--- src/rtl/seq_ctrl.sv ---
//==============================================================================
// Module      : seq_ctrl
// Description : Multi-cycle instruction sequencer (IDLE/FETCH/EXEC/MEM/WB/PCUP/
//               HALTED) with fault capture, stage strobes and retire counting.
// Revision    : 1.0 - initial release
//==============================================================================
`default_nettype none

module seq_ctrl #(
  parameter logic [63:0] RESET_PC = 64'd32
) (
  input  logic        clk,
  input  logic        reset,
  input  logic        start,
  input  logic        step_mode,
  input  logic [3:0]  icode,
  input  logic        instr_valid,
  input  logic        imem_error,
  input  logic        dmem_error,
  input  logic [63:0] updated_pc,
  output logic [63:0] PC,
  output logic        fetch_en,
  output logic        exec_en,
  output logic        mem_en,
  output logic        wb_en,
  output logic        pc_en,
  output logic [1:0]  stat,
  output logic        busy,
  output logic        done,
  output logic [31:0] instr_count
);

  localparam logic [1:0] c_STAT_AOK = 2'd0;
  localparam logic [1:0] c_STAT_HLT = 2'd1;
  localparam logic [1:0] c_STAT_ADR = 2'd2;
  localparam logic [1:0] c_STAT_INS = 2'd3;

  typedef enum logic [2:0] {
    S_IDLE   = 3'd0,
    S_FETCH  = 3'd1,
    S_EXEC   = 3'd2,
    S_MEM    = 3'd3,
    S_WB     = 3'd4,
    S_PCUP   = 3'd5,
    S_HALTED = 3'd6
  } state_t;

  state_t      r_state;
  state_t      w_next;
  logic [63:0] r_pc;
  logic [1:0]  r_stat;
  logic [31:0] r_count;
  logic        r_done;

  logic        w_pc_load;
  logic        w_cnt_inc;
  logic        w_stat_load;
  logic [1:0]  w_stat_val;
  logic        w_done;

  always_ff @(posedge clk or posedge reset) begin
    if (reset) begin
      r_state <= S_IDLE;
      r_pc    <= RESET_PC;
      r_stat  <= c_STAT_AOK;
      r_count <= 32'd0;
      r_done  <= 1'b0;
    end else begin
      r_state <= w_next;
      r_done  <= w_done;
      if (w_pc_load)
        r_pc <= updated_pc;
      if (w_stat_load)
        r_stat <= w_stat_val;
      // Retire counter sticks at all-ones instead of wrapping
      if (w_cnt_inc && (r_count != 32'hFFFF_FFFF))
        r_count <= r_count + 32'd1;
    end
  end

  always_comb begin
    w_next      = r_state;
    w_pc_load   = 1'b0;
    w_cnt_inc   = 1'b0;
    w_stat_load = 1'b0;
    w_stat_val  = r_stat;
    w_done      = 1'b0;
    case (r_state)
      S_IDLE: begin
        if (start)
          w_next = S_FETCH;
      end
      S_FETCH: begin
        // Address fault outranks illegal instruction, which outranks halt
        if (imem_error) begin
          w_next      = S_HALTED;
          w_stat_load = 1'b1;
          w_stat_val  = c_STAT_ADR;
          w_done      = 1'b1;
        end else if (!instr_valid) begin
          w_next      = S_HALTED;
          w_stat_load = 1'b1;
          w_stat_val  = c_STAT_INS;
          w_done      = 1'b1;
        end else if (icode == 4'h0) begin
          w_next      = S_HALTED;
          w_stat_load = 1'b1;
          w_stat_val  = c_STAT_HLT;
          w_cnt_inc   = 1'b1;
          w_done      = 1'b1;
        end else begin
          w_next = S_EXEC;
        end
      end
      S_EXEC: w_next = S_MEM;
      S_MEM: begin
        if (dmem_error) begin
          w_next      = S_HALTED;
          w_stat_load = 1'b1;
          w_stat_val  = c_STAT_ADR;
          w_done      = 1'b1;
        end else begin
          w_next = S_WB;
        end
      end
      S_WB: w_next = S_PCUP;
      S_PCUP: begin
        w_pc_load = 1'b1;
        w_cnt_inc = 1'b1;
        if (step_mode) begin
          w_next = S_IDLE;
          w_done = 1'b1;
        end else begin
          w_next = S_FETCH;
        end
      end
      S_HALTED: w_next = S_HALTED;
      default:  w_next = S_IDLE;
    endcase
  end

  assign fetch_en    = (r_state == S_FETCH);
  assign exec_en     = (r_state == S_EXEC);
  assign mem_en      = (r_state == S_MEM);
  assign wb_en       = (r_state == S_WB);
  assign pc_en       = (r_state == S_PCUP);
  assign busy        = fetch_en | exec_en | mem_en | wb_en | pc_en;
  assign PC          = r_pc;
  assign stat        = r_stat;
  assign done        = r_done;
  assign instr_count = r_count;

endmodule

`default_nettype wire

--- config.mk ---
export PLATFORM = sky130hd
export DESIGN_NAME = seq_ctrl
export DESIGN_NICKNAME = d
export VERILOG_FILES = /design/src/rtl/seq_ctrl.sv
export SDC_FILE = /design/constraint.sdc
export NUM_CORES = 1
export LEC_CHECK = 0
export BUFFER_PORTS_ARGS = -buffer_cell sky130_fd_sc_hd__buf_2
export CORE_ASPECT_RATIO = 1.4
export CORE_MARGIN = 8
export CORE_UTILIZATION = 52
export DETAILED_ROUTE_END_ITERATION = 8
export PLACE_DENSITY = 0.86
export SYNTH_ARGS = -nofsm -noshare
export SYNTH_HDL_FRONTEND = slang
export SYNTH_SLANG_ARGS = --single-unit
--- constraint.sdc ---
create_clock -name clk -period 10.6 [get_ports clk]
set_clock_uncertainty 0.2 [all_clocks]
set_input_delay 2.12 -clock clk [delete_from_list [all_inputs] [get_ports clk]]
set_output_delay 2.12 -clock clk [all_outputs]
set_load 0.005 [all_outputs]
==> impl_metrics.tcl <==
set metrics [dict create \
    worst-path-max-fanout 9 \
    max_clock_freq_mhz 255 \
    numCtsBuffers 9 \
    critPathSlowestCell "dfrtp_1" \
    grt_pass1_wl_um 17300 \
    max_cap_viol_count 0 \
    cts_tree "yes" \
    worst-slew-pin-transition_ns 0.996 \
    min_period_ns 3.93 \
    placementRows 39 \
    critPathLaunchType "flip-flop" \
    htreeDepth 3 \
    final_cell_mix "179 x buf_2, 101 x dfrtp_1, 64 x mux2_2" \
    yosysUniqueCellTypes 39 \
    layout_commonest_cell "buf_2" \
    vias 3193 \
    io_buffers 179 \
    clockRootBuffer "clkbuf_16" \
    yosys_register_bits 102 \
    dpl-instance-area_sq_um 5280 \
    arrival_ns 1.61 \
    clk_pin_slew_ns 0.07 \
    p_leak_nw 2.87 \
    coreArea_sq_um 8100 \
    route.detailed.drc 0 \
    synth_fp_nets 396 \
    start_util_pct 53.2 \
    postCtsSetupRepairBufs 0 \
    nets 574 \
    pwr_density_cell_nw_per_um2 256 \
    insertedDiodeCount 0 \
    tns_ns 0 \
    ant_nets 0 \
    crit_path_cell_trace "inv_1 -> nor3b_1 -> buf_2" \
    end_kind "output pin" \
    cts_resized 0 \
    syn_avg_cell_area_sq_um 13.5 \
    required_ns 8.28 \
    ctsHoldBuffers 0 \
    synthCells 320 \
    drive_above_1_share_pct 54.3 \
    worst-path-buf-inv 2 \
    wl_um 10800 \
    slew_viol_final 0 \
    avgRoutedWirePerCell_um 17.9 \
    overflow 0 \
    clk_path_buf_depth 2 \
    hold_class "reg2reg" \
    grt_pass1_vias 3369 \
    io-pin-count 180 \
    routabilityCongestion 0.822 \
    finalSetupViolations 0 \
    ir_drop_v 0.000189 \
    cts_sinks 102 \
    ys_seq_area_share_pct 59.3 \
    drtIter0Drc 83 \
    dp_hpwl_um 8360 \
    grt_antenna_before_repair 0 \
    synthArstFlopShare_pct 100 \
    avgViaCountPerCell 5.28 \
    crit_family "flip-flops" \
    finalCritPeriodShare_pct 37.0 \
    relSlewSlack_pct 33.3 \
    dieArea_sq_um 11500 \
    synth_ff_type "dfrtp_1" \
    max_stage_delay_ns 0.50 \
    fill_cells 594 \
    drt_pass1_iterations 4 \
    synth_area_sq_um 4310 \
    die_w_um 92.9 \
    stdcell_area_sq_um 5640 \
    rsz0062_at_grt "no" \
    hold_violations 0 \
    die_h_um 124 \
    grt_start_max_net_pins 67 \
    status "complete, no violations" \
    synth_edf_count 0 \
    worstSkewPairLatency_ns 0.33 \
    area_growth_pct 30.9 \
    yosysWarningCount 0 \
    worst-setup-path-type "reg2out" \
    grtUsageTotal_pct 19.0 \
]
[Yosys cell counts (3+ instances only)]
| library cell | instances | share of area, % |
|---|---|---|
| nor2_1 | 4 | 0.35 |
| nand3_1 | 16 | 1.9 |
| o21ai_0 | 3 | 0.35 |
| nor3_1 | 14 | 1.6 |
| nor4_1 | 10 | 1.5 |
| nor3b_1 | 5 | 0.87 |
| dfrtp_1 | 101 | 59 |
| inv_1 | 6 | 0.52 |
| and4_1 | 6 | 1.2 |
| clkbuf_1 | 6 | 0.52 |
| xor2_1 | 23 | 4.7 |
| nand4_1 | 4 | 0.58 |
| nand2b_1 | 3 | 0.44 |
| xnor2_1 | 7 | 1.4 |
| nand2_1 | 14 | 1.2 |
| mux2_2 | 64 | 17 |
| buf_2 | 7 | 0.81 |
[flip-flops by register name, indices dropped and copies added (netlist names)]
signal and cells:
PC 64, r_state 3, done 1, stat 2, instr_count 32
[path summary, 6_finish.rpt]
| path | from | to | slack (ns) | cells past startpoint |
|---|---|---|---|---|
| worst max-delay path | r_state[0] | mem_en | 6.67 | 3 |
| worst min-delay path | PC[36] | PC[36] | 0.30 | 1 |
| worst max register to register | r_state[2] | instr_count[26] | 7.58 | 6 |
| worst min register to register | PC[36] | PC[36] | 0.30 | 1 |
| max in group asynchronous | reset | PC[31] | 7.47 | 3 |
| min in group asynchronous | reset | r_state[0] | 1.66 | 2 |
[where the power goes]
part | leakage, nW | internal (mW) | switching (mW)
Combinational | 1.43 | 0.256 | 0.185
Sequential | 1.27 | 0.535 | 0.0876
Clock | 0.176 | 0.244 | 0.135
Total | 2.87 | 1.03 | 0.408
[logic make-up (layout without fill, tap and decap cells)]
kind of cell	Yosys count	in the layout	synth area share, %
AO/OA/AOI/OAI	12	12	2.01
XOR/XNOR	30	30	6.10
adder cells (fa/ha/maj)	1	1	0.291
buffers and inverters	20	203	2.12
flip-flops	102	102	59.3
multiplexers	65	65	17.0
AND/OR/NAND/NOR	90	90	13.2
[area by class of cell]
| class | instances | area [sq um] | share of cell area, % |
|---|---|---|---|
| Clock inverter | 5 | 104 | 1.84 |
| Tap cell | 102 | 128 | 2.26 |
| Clock buffer | 11 | 253 | 4.48 |
| Timing Repair Buffer | 181 | 911 | 16.2 |
| Sequential cell | 102 | 2550 | 45.3 |
| Multi-Input combinational cell | 198 | 1660 | 29.5 |
| Inverter | 6 | 25.0 | 0.444 |
[metal layers]
metal  wire (um)  GRT usage [%]  up-vias
met3         856           5.73       16
met4         234           7.38        0
met5           0              0        -
met2        5420           32.5      123
met1        4300           21.8     1555
li1            -              -     1499
[metrics by stage]
step | util [%] | hold WS [ns] | instances | total power, mW | worst slack (ns)
4_1_cts | 69.6 | 0.301 | 605 | 1.46 | 6.68
3_5_place_dp | 65.2 | 0.287 | 589 | 1.08 | 6.47
5_1_grt | 69.6 | 0.312 | 605 | 1.53 | 6.60
6_report | 69.6 | 0.300 | 605 | 1.44 | 6.67
2_1_floorplan | - | 0.278 | 320 | 0.860 | 5.61
3_3_place_gp | 65.2 | 0.271 | 589 | 1.06 | 6.50
(Power assumes the default switching activity.)
